--- src/rtl/jpeg_decoder_output_dma.sv ---
// jpeg_decoder_output_dma
//   Drains the JPEG decoder output FIFO into memory as AXI4 INCR write bursts.
//   Each burst is sized as min(MAX_BURST, words remaining, words to the next
//   4KB boundary), and AW is issued only once the FIFO already holds the whole
//   burst, so W never starves mid-burst. One burst is outstanding at a time.
//
// Optional feature macro: JPEG_DMA_BRESP_CHECK_EN
//   defined   : SLVERR/DECERR responses set the sticky error_o (cleared by start_i)
//   undefined : axi_bresp_i ignored, error_o tied to 0
//
// Ports
//   clk_i, rst_i          clock, asynchronous active-high reset
//   start_i               launch pulse (ignored while busy_o)
//   base_addr_i, words_i  destination byte address (word aligned), word count
//   busy_o, done_o        transfer in progress, one-cycle completion pulse
//   error_o               sticky bus-error flag
//   fifo_*                FIFO head data/valid/level and pop strobe
//   axi_aw*, axi_w*, axi_b*  AXI4 write address, data and response channels
module jpeg_decoder_output_dma #(
    parameter int unsigned AXI_ID    = 0,
    parameter int unsigned MAX_BURST = 16
) (
    input  logic        clk_i,
    input  logic        rst_i,
    input  logic        start_i,
    input  logic [31:0] base_addr_i,
    input  logic [23:0] words_i,
    output logic        busy_o,
    output logic        done_o,
    output logic        error_o,
    input  logic [31:0] fifo_data_i,
    input  logic        fifo_valid_i,
    input  logic [10:0] fifo_level_i,
    output logic        fifo_pop_o,
    output logic        axi_awvalid_o,
    output logic [31:0] axi_awaddr_o,
    output logic [3:0]  axi_awid_o,
    output logic [7:0]  axi_awlen_o,
    output logic [1:0]  axi_awburst_o,
    input  logic        axi_awready_i,
    output logic        axi_wvalid_o,
    output logic [31:0] axi_wdata_o,
    output logic [3:0]  axi_wstrb_o,
    output logic        axi_wlast_o,
    input  logic        axi_wready_i,
    input  logic        axi_bvalid_i,
    input  logic [1:0]  axi_bresp_i,
    input  logic [3:0]  axi_bid_i,
    output logic        axi_bready_o
);

    typedef enum logic [2:0] {IDLE, WAIT, ADDR, DATA, RESP} state_t;

    state_t      r_state;
    logic [31:0] r_addr;
    logic [23:0] r_remaining;
    logic [8:0]  r_len;
    logic [7:0]  r_awlen;
    logic [7:0]  r_beat;
    logic        r_busy;
    logic        r_done;
    logic        r_awvalid;
    logic        r_bready;

    logic [10:0] w_room;
    logic [8:0]  w_len;
    logic        w_fifo_ok;
    logic        w_in_data;
    logic        w_wvalid;
    logic        w_w_hs;
    logic        w_wlast;
    logic [23:0] w_rem_next;
    logic        w_unused;

    // Words left before the next 4KB boundary: 1..1024.
    assign w_room = 11'((13'd4096 - {1'b0, r_addr[11:0]}) >> 2);

    always_comb begin
        w_len = 9'(MAX_BURST);
        if (r_remaining < 24'(w_len)) w_len = r_remaining[8:0];
        if (w_room < 11'(w_len))      w_len = w_room[8:0];
    end

    assign w_fifo_ok  = (fifo_level_i >= 11'(w_len));
    assign w_in_data  = (r_state == DATA);
    assign w_wvalid   = w_in_data & fifo_valid_i;
    assign w_w_hs     = w_wvalid & axi_wready_i;
    assign w_wlast    = w_in_data & (r_beat == 8'd0);
    assign w_rem_next = r_remaining - {15'd0, r_len};

    always_ff @(posedge clk_i or posedge rst_i) begin
        if (rst_i) begin
            r_state     <= IDLE;
            r_addr      <= '0;
            r_remaining <= '0;
            r_len       <= '0;
            r_awlen     <= '0;
            r_beat      <= '0;
            r_busy      <= 1'b0;
            r_done      <= 1'b0;
            r_awvalid   <= 1'b0;
            r_bready    <= 1'b0;
        end else begin
            r_done <= 1'b0;
            case (r_state)
                IDLE: begin
                    if (start_i) begin
                        // A zero-length request completes without touching the bus.
                        if (words_i == 24'd0) begin
                            r_done <= 1'b1;
                        end else begin
                            r_addr      <= {base_addr_i[31:2], 2'b00};
                            r_remaining <= words_i;
                            r_busy      <= 1'b1;
                            r_state     <= WAIT;
                        end
                    end
                end
                WAIT: begin
                    if (w_fifo_ok) begin
                        r_len     <= w_len;
                        r_awlen   <= 8'(w_len - 9'd1);
                        r_awvalid <= 1'b1;
                        r_state   <= ADDR;
                    end
                end
                ADDR: begin
                    if (axi_awready_i) begin
                        r_awvalid <= 1'b0;
                        r_beat    <= 8'(r_len - 9'd1);
                        r_state   <= DATA;
                    end
                end
                DATA: begin
                    if (w_w_hs) begin
                        if (r_beat == 8'd0) begin
                            r_bready <= 1'b1;
                            r_state  <= RESP;
                        end else begin
                            r_beat <= r_beat - 8'd1;
                        end
                    end
                end
                RESP: begin
                    if (axi_bvalid_i) begin
                        r_bready    <= 1'b0;
                        r_addr      <= r_addr + {21'd0, r_len, 2'b00};
                        r_remaining <= w_rem_next;
                        if (w_rem_next == 24'd0) begin
                            r_done  <= 1'b1;
                            r_busy  <= 1'b0;
                            r_state <= IDLE;
                        end else begin
                            r_state <= WAIT;
                        end
                    end
                end
                default: r_state <= IDLE;
            endcase
        end
    end

`ifdef JPEG_DMA_BRESP_CHECK_EN
    logic r_error;

    always_ff @(posedge clk_i or posedge rst_i) begin
        if (rst_i) begin
            r_error <= 1'b0;
        end else if (r_state == IDLE && start_i) begin
            r_error <= 1'b0;
        end else if (r_bready && axi_bvalid_i && axi_bresp_i[1]) begin
            // bresp[1] set covers SLVERR (2'b10) and DECERR (2'b11).
            r_error <= 1'b1;
        end
    end

    assign error_o = r_error;
`else
    assign error_o = 1'b0;
`endif

    assign w_unused = ^{axi_bid_i, axi_bresp_i};

    assign busy_o        = r_busy;
    assign done_o        = r_done;
    assign fifo_pop_o    = w_w_hs;
    assign axi_awvalid_o = r_awvalid;
    assign axi_awaddr_o  = r_addr;
    assign axi_awid_o    = 4'(AXI_ID);
    assign axi_awlen_o   = r_awlen;
    assign axi_awburst_o = 2'b01;
    assign axi_wvalid_o  = w_wvalid;
    assign axi_wdata_o   = w_in_data ? fifo_data_i : '0;
    assign axi_wstrb_o   = '1;
    assign axi_wlast_o   = w_wlast;
    assign axi_bready_o  = r_bready;

endmodule

--- config.mk ---
export PLATFORM = sky130hd
export DESIGN_NAME = jpeg_decoder_output_dma
export DESIGN_NICKNAME = d
export VERILOG_FILES = /design/src/rtl/jpeg_decoder_output_dma.sv
export SDC_FILE = /design/constraint.sdc
export NUM_CORES = 1
export LEC_CHECK = 0
export BUFFER_PORTS_ARGS = -buffer_cell sky130_fd_sc_hd__buf_2
export CORE_MARGIN = 1.5
export CORE_UTILIZATION = 26
export DETAILED_ROUTE_END_ITERATION = 7
export SLEW_MARGIN = 20
export SYNTH_ARGS = -nofsm -noshare
export SYNTH_HDL_FRONTEND = slang
export SYNTH_SLANG_ARGS = --single-unit
--- constraint.sdc ---
create_clock -name clk_i -period 6.4 [get_ports clk_i]
set_input_delay 0.96 -clock clk_i [delete_from_list [all_inputs] [get_ports clk_i]]
set_output_delay 0.96 -clock clk_i [all_outputs]
set_load 0.01 [all_outputs]
==> results of run 1 <==
## layer usage
layer,up-vias,GRT usage
met4,0,0.0406
met5,-,0
met3,18,0.0320
met1,3310,0.240
met2,235,0.260
li1,3406,-
## layout make-up
cell class / count / area (sq um)
Inverter: 31 / 118
Tap cell: 335 / 419
Fill cell: 2800 / 17600
Clock inverter: 7 / 53.8
Timing Repair Buffer: 196 / 1020
Sequential cell: 86 / 2150
Clock buffer: 9 / 225
Multi-Input combinational cell: 685 / 4360
Antenna cell: 3 / 7.51
## sequential cells by signal (all words and copies together), names as in the netlist, 3 cells and up
name and count:
r_state 3, axi_awaddr_o 30, axi_awlen_o 8, r_remaining 24
r_len 9, r_beat 8
## logic make-up (layout without fill, tap and decap cells)
logic type	Yosys count	in the layout	share of synthesized area
AO/OA/AOI/OAI	223	223	0.212
adder cells (fa/ha/maj)	40	40	0.0750
AND/OR/NAND/NOR	348	348	0.252
multiplexers	30	30	0.0513
flip-flops	86	86	0.314
buffers and inverters	91	243	0.0606
XOR/XNOR	27	27	0.0345
other	2	20	0.00110
## layout by cell type (no fill, tap or decap), types with 10 or more instances in the layout
master,n
sky130_fd_sc_hd__and3_1,41
sky130_fd_sc_hd__nor2b_1,11
sky130_fd_sc_hd__a31oi_1,11
sky130_fd_sc_hd__xnor2_1,17
sky130_fd_sc_hd__mux2i_1,16
sky130_fd_sc_hd__ha_1,37
sky130_fd_sc_hd__a21oi_1,68
sky130_fd_sc_hd__buf_4,16
sky130_fd_sc_hd__o21ai_0,37
sky130_fd_sc_hd__nor3_1,30
sky130_fd_sc_hd__o22ai_1,14
sky130_fd_sc_hd__nand3_1,29
sky130_fd_sc_hd__xor2_1,10
sky130_fd_sc_hd__inv_1,29
sky130_fd_sc_hd__dfrtp_1,84
sky130_fd_sc_hd__nor4_1,17
sky130_fd_sc_hd__nand2_1,78
sky130_fd_sc_hd__nor2_1,89
sky130_fd_sc_hd__buf_2,180
sky130_fd_sc_hd__or3_1,10
sky130_fd_sc_hd__conb_1,17
## worst min-delay path, cell delays in order (launching register included)
cell and delay (ns):
sky130_fd_sc_hd__dfrtp_1 0.34, sky130_fd_sc_hd__a21oi_1 0.04, sky130_fd_sc_hd__nor2_1 0.07
## power by group through the flow
stage	clock (mW)	combinational, mW	sequential [mW]
floorplan	0	1.77	1.09
detailed placement	0	2.44	1.18
CTS	0.529	2.45	1.18
finish	0.521	2.45	1.19
global placement	0	2.40	1.18
global route	0.552	2.76	1.23
## path summary, 6_finish.rpt
path	start	end	cells after the start
max	r_remaining[16]	axi_awlen_o[0]	19
min	axi_bready_o	axi_bready_o	2
max reg2reg	r_remaining[16]	axi_awlen_o[0]	19
min reg2reg	axi_bready_o	axi_bready_o	2
max in group asynchronous	rst_i	r_state[2]	3
min in group asynchronous	rst_i	axi_awlen_o[3]	2
==> results.cfg, run 1 <==
[worst_setup_path]
critical_path.max_fanout = 17
critical-path-top-delay-family = compound AO/OA/AOI/OAI gates
crit_path_max_incr_delay_ns = 0.58
critical-path-top-cell-by-count = sky130_fd_sc_hd__buf_4
r2r_slack_ns = 0.77
critical_path.slowest_cell = sky130_fd_sc_hd__a2111oi_0
critPathKind = reg -> reg
worstSetupEndpointType = flip-flop
timing.critical_path.required_ns = 6.64
critical_path.cell_chain = nor4_1 -> nand3_1 -> nor2_1 -> buf_4 -> nand2_1 -> ha_1 -> a2111oi_0 -> nor3b_1 -> o211a_2 -> buf_4 -> and2_1 -> inv_1 -> ha_1 -> a21o_1 -> a2111oi_0 -> nor3_1 -> a211o_1 -> buf_4 -> mux2_4
cp.arrival_ns = 5.87
crit_buf_inv = 4
critical_path.startpoint_type = flip-flop

[layout]
post-route-cell-area_sq_um = 8360
design.final.nets = 1160
finish.utilization = 0.322
finished_layout_cells = 1352
final_layout_size_suffix_gt1_frac = 0.238
flow.area_growth_from_synthesis_pct = 21.8

[clock_network]
clkLatencyLatePin_ns = 0.37
cts.hold.buffers_added = 0
cts_root_buffer = sky130_fd_sc_hd__clkbuf_16
h-tree-depth = 3
tritoncts = yes
cts_made_buffers = 9
clockBufferDepth = 2
cts_resized = 0
cts.repair_timing.setup_buffer_count = 0
clock_sink_count = 86
clkSlewWorstSetupHoldPaths_ns = 0.08

[global_route]
wire_length_of_the_first_global_routing_pass_um = 35400
first_global_vias = 6413
grt_util_all_layers = 0.168
globalRoute.totalOverflow = 0
grt_max_degree = 59
grt_antenna_before_repair = 3

[power]
p_total_mw = 4.16
power.density_cell_area_nw_per_um2 = 498
power.share.clock = 0.125
internal_power_mw = 2.13
leakagePower_nw = 3.78
worst_ir_drop_vdd_mv = 0.214
pwr-share-comb = 0.590
power.net_switching_mw = 2.03
switching_share = 0.488
share_seq_of_total_power = 0.285

[logic_synthesis]
postSynthCellCount = 847
synth_top_area_share = 0.314
synth.largest_area_cell = sky130_fd_sc_hd__dfrtp_1
async_set_or_reset_register_ratio_after_synthesis = 1.00
most_common_flop_cell_mapped_by_yosys = sky130_fd_sc_hd__dfrtp_1
synth.ff_latch_count = 86
ys_seq_area_frac = 0.314
synth_commonest_cells = sky130_fd_sc_hd__nor2_1, sky130_fd_sc_hd__dfrtp_1, sky130_fd_sc_hd__nand2_1
synth_enable_flop_cells = 0
synth_area_per_cell_sq_um = 8.10
yosysMostFrequentCell = sky130_fd_sc_hd__nor2_1
synth_cell_types = 74
post_synth_instance_area_sq_um = 6860
synthesis.yosys.warnings = 0
ys_top_cells_by_area = sky130_fd_sc_hd__dfrtp_1, sky130_fd_sc_hd__ha_1, sky130_fd_sc_hd__a21oi_1

[routing]
route.final.wire_length_um = 23100
detailedRoute.firstPassIterationCount = 5
antenna_left = 0
violation_count_after_the_first_detailed_routing_iteration = 540
met2_wirelength_um = 10400
m1WireLength_um = 10900
routed_length_on_met3_um = 1450
route.vias.total = 6969
routed_via_density = 5.15
remaining_drc_errors = 0
top_sig_layer = met4
average_routed_wire_per_standard_cell_um = 17.1

[floorplan]
placeableCoreArea_sq_um = 26000
die_area_sq_um = 27400
floorplan.die.width_um = 165
initial_core_util = 0.264
num_rows = 59
ios = 202
die_height_um = 165

[sta]
finalClockSkew_ns = 0.0174
max-slew-margin-rel = 0.398
drv_slew = 0
timing.final.hold_violations = 0
layout_min_cycle_time_ns = 5.63
setup-tns-final_ns = 0
setup_violations_final = 0
rsz0062_at_grt = false
fmaxAchievable_mhz = 178
post_route_hold_slack_ns = 0.494
setup_slack_ns = 0.768
worst_slew_pin_slew_ns = 0.900
fin_crit_sh = 0.880

[run_status]
status = finished clean

[placement]
detailed_place_hpwl_um = 17400
pre_cts_slack_ns = 0.870
place.port_buffers = 180
place_congestion = 0.854
post-place-cells = 1333
postPlaceCellArea_sq_um = 8070

[hold_path]
min-delay-path-class = reg -> reg

[run]
cap_violations = 0
No activity file was read; power rests on OpenSTA's default activity.
==> run 2: changes to the inputs <==
--- a/config.mk
+++ b/config.mk
@@ -9,6 +9,7 @@
 export CORE_MARGIN = 1.5
 export CORE_UTILIZATION = 26
 export DETAILED_ROUTE_END_ITERATION = 7
+export PLACE_DENSITY = 0.54
 export SLEW_MARGIN = 20
 export SYNTH_ARGS = -nofsm -noshare
 export SYNTH_HDL_FRONTEND = slang
==> run 2 against run 1 <==
Setup slack better by 0.0091 ns. Total power rose by 0.72%. Register-to-register slack barely moved. Core utilization barely moved. Hold slack lost 0.0036 ns. Routed wire length increased by 1.1%. Global-route usage grew 0.052 points. Combinational power increased by 2%. Critical path type unchanged. Largest cell class unchanged.
==> results.cfg, run 2 (synthesized netlist as in run 1, its figures left out) <==
[run_status]
status = finished clean

[worst_setup_path]
critical-path-top-delay-family = compound AO/OA/AOI/OAI gates
timing.critical_path.required_ns = 6.64
critical_path.startpoint_type = flip-flop
crit_path_max_incr_delay_ns = 0.61
cp.arrival_ns = 5.86
critical_path.cell_chain = nor4_1 -> nand3_1 -> nor2_1 -> buf_4 -> nand2_1 -> ha_1 -> a2111oi_0 -> nor3b_1 -> o211a_2 -> buf_4 -> and2_1 -> inv_1 -> ha_1 -> a21o_1 -> a2111oi_0 -> nor3_1 -> a211o_1 -> buf_4 -> mux2_4
crit_path_start = r_remaining[21]
critical_path.slowest_cell = sky130_fd_sc_hd__a2111oi_0
reg2reg_depth = 19
timing.rr.start = r_remaining[21]
critPathKind = reg -> reg
worstSetupEndpointType = flip-flop
critical-path-top-cell-by-count = sky130_fd_sc_hd__buf_4
cp_num_cells = 19
critical_path.max_fanout = 17
crit_buf_inv = 4

[routing]
routed_length_on_met3_um = 1750
met2_wirelength_um = 10400
route.final.wire_length_um = 23300
detailedRoute.firstPassIterationCount = 5
antenna_left = 0
top_sig_layer = met4
route.vias.total = 7021
violation_count_after_the_first_detailed_routing_iteration = 523
remaining_drc_errors = 0
average_routed_wire_per_standard_cell_um = 17.3
m1WireLength_um = 10800
routed_via_density = 5.19

[hold_path]
timing.hold.worst.start = busy_o
min-delay-path-class = reg -> reg
worstHoldPathCells = 2

[sta]
finalClockSkew_ns = 0.0139
timing.final.hold_violations = 0
fin_crit_sh = 0.879
layout_min_cycle_time_ns = 5.62
drv_slew = 0
fmaxAchievable_mhz = 178
max-slew-margin-rel = 0.369
worst_slew_pin_slew_ns = 0.947
setup-tns-final_ns = 0
rsz0062_at_grt = false
setup_violations_final = 0

[clock_network]
clkSlewWorstSetupHoldPaths_ns = 0.07
clkLatencyLatePin_ns = 0.36
cts_root_buffer = sky130_fd_sc_hd__clkbuf_16
cts_resized = 0
cts.hold.buffers_added = 0
tritoncts = yes
clock_sink_count = 86
h-tree-depth = 3
cts_made_buffers = 9
cts.repair_timing.setup_buffer_count = 0
clockBufferDepth = 2

[power]
pwr-share-comb = 0.596
worst_ir_drop_vdd_mv = 0.190
internal_power_mw = 2.14
power.density_cell_area_nw_per_um2 = 501
share_seq_of_total_power = 0.277
leakagePower_nw = 3.78
power.share.clock = 0.127
power.net_switching_mw = 2.05
switching_share = 0.489

[run]
cap_violations = 0

[floorplan]
ios = 202
die_area_sq_um = 27400
placeableCoreArea_sq_um = 26000
num_rows = 59
floorplan.die.width_um = 165
die_height_um = 165
initial_core_util = 0.264

[layout]
design.final.nets = 1160
fill_cells = 2850
flow.area_growth_from_synthesis_pct = 21.9
largest_reg_flops = 30
finish.utilization = 0.322
finished_layout_cells = 1352
final_common_cell = sky130_fd_sc_hd__buf_2
layout.cells.most_common_list = sky130_fd_sc_hd__buf_2, sky130_fd_sc_hd__nor2_1, sky130_fd_sc_hd__dfrtp_1, sky130_fd_sc_hd__nand2_1, sky130_fd_sc_hd__a21oi_1
final_layout_size_suffix_gt1_frac = 0.236

[placement]
place.port_buffers = 180
detailed_place_hpwl_um = 17600
post-place-cells = 1333
place_congestion = 0.837

[global_route]
first_global_vias = 6327
grt_max_degree = 60
globalRoute.totalOverflow = 0
grt_antenna_before_repair = 3
grt_util_all_layers = 0.169
wire_length_of_the_first_global_routing_pass_um = 35600
-- run 2: changes by cell type in the layout (fill, tap and decap cells not counted), sizes merged --
cell      before  now
inv           34   32
clkinvlp       0    1
clkbuf         9   11
clkinv         4    3
-- run 2: cell type report --
class,instances,area (sq um),area share
Multi-Input combinational cell,685,4360,0.521
Sequential cell,86,2150,0.258
Timing Repair Buffer,196,1020,0.122
Tap cell,335,419,0.0501
Clock buffer,11,243,0.0290
Inverter,31,118,0.0141
Clock inverter,5,42.5,0.00509
Antenna cell,3,7.51,0.000898
-- run 2: tightest hold or removal path, delay by kind of cell (launching register included) --
family           cells  cell delay (ns)
flip-flops           1             0.34
AO/OA/AOI/OAI        1             0.06
AND/OR/NAND/NOR      1             0.06
-- run 2: power by group through the flow --
stage               Combinational (mW)  Clock, mW  Sequential, mW
finish                            2.50      0.533            1.16
global route                      2.79      0.571            1.21
CTS                               2.49      0.547            1.15
detailed placement                2.48          0            1.16
global placement                  2.44          0            1.16
floorplan                         1.77          0            1.09
-- run 2: metrics by stage --
stage               hold slack [ns]  worst slack (ns)  power (mW)  instance area (sq um)
finish                        0.490             0.777        4.19                   8360
global route                  0.512             0.293        4.56                   8350
CTS                           0.491             0.838        4.19                   8350
detailed placement            0.472             0.832        3.64                   8070
global placement              0.473             0.951        3.61                   8070
floorplan                     0.469              1.33        2.86                   6910
-- run 2: path summary, 6_finish.rpt --
check,endpoint,slack [ns]
worst max-delay path,axi_awlen_o[6],0.78
worst min-delay path,busy_o,0.49
worst max register to register,axi_awlen_o[6],0.78
worst min register to register,busy_o,0.49
max in group asynchronous,r_state[2],4.54
min in group asynchronous,r_remaining[3],0.62
-- run 2: layer usage --
| layer | up-vias | global-route usage |
|---|---|---|
| li1 | 3407 | - |
| met1 | 3321 | 0.242 |
| met2 | 267 | 0.253 |
| met3 | 26 | 0.0355 |
| met4 | 0 | 0.0479 |
| met5 | - | 0 |
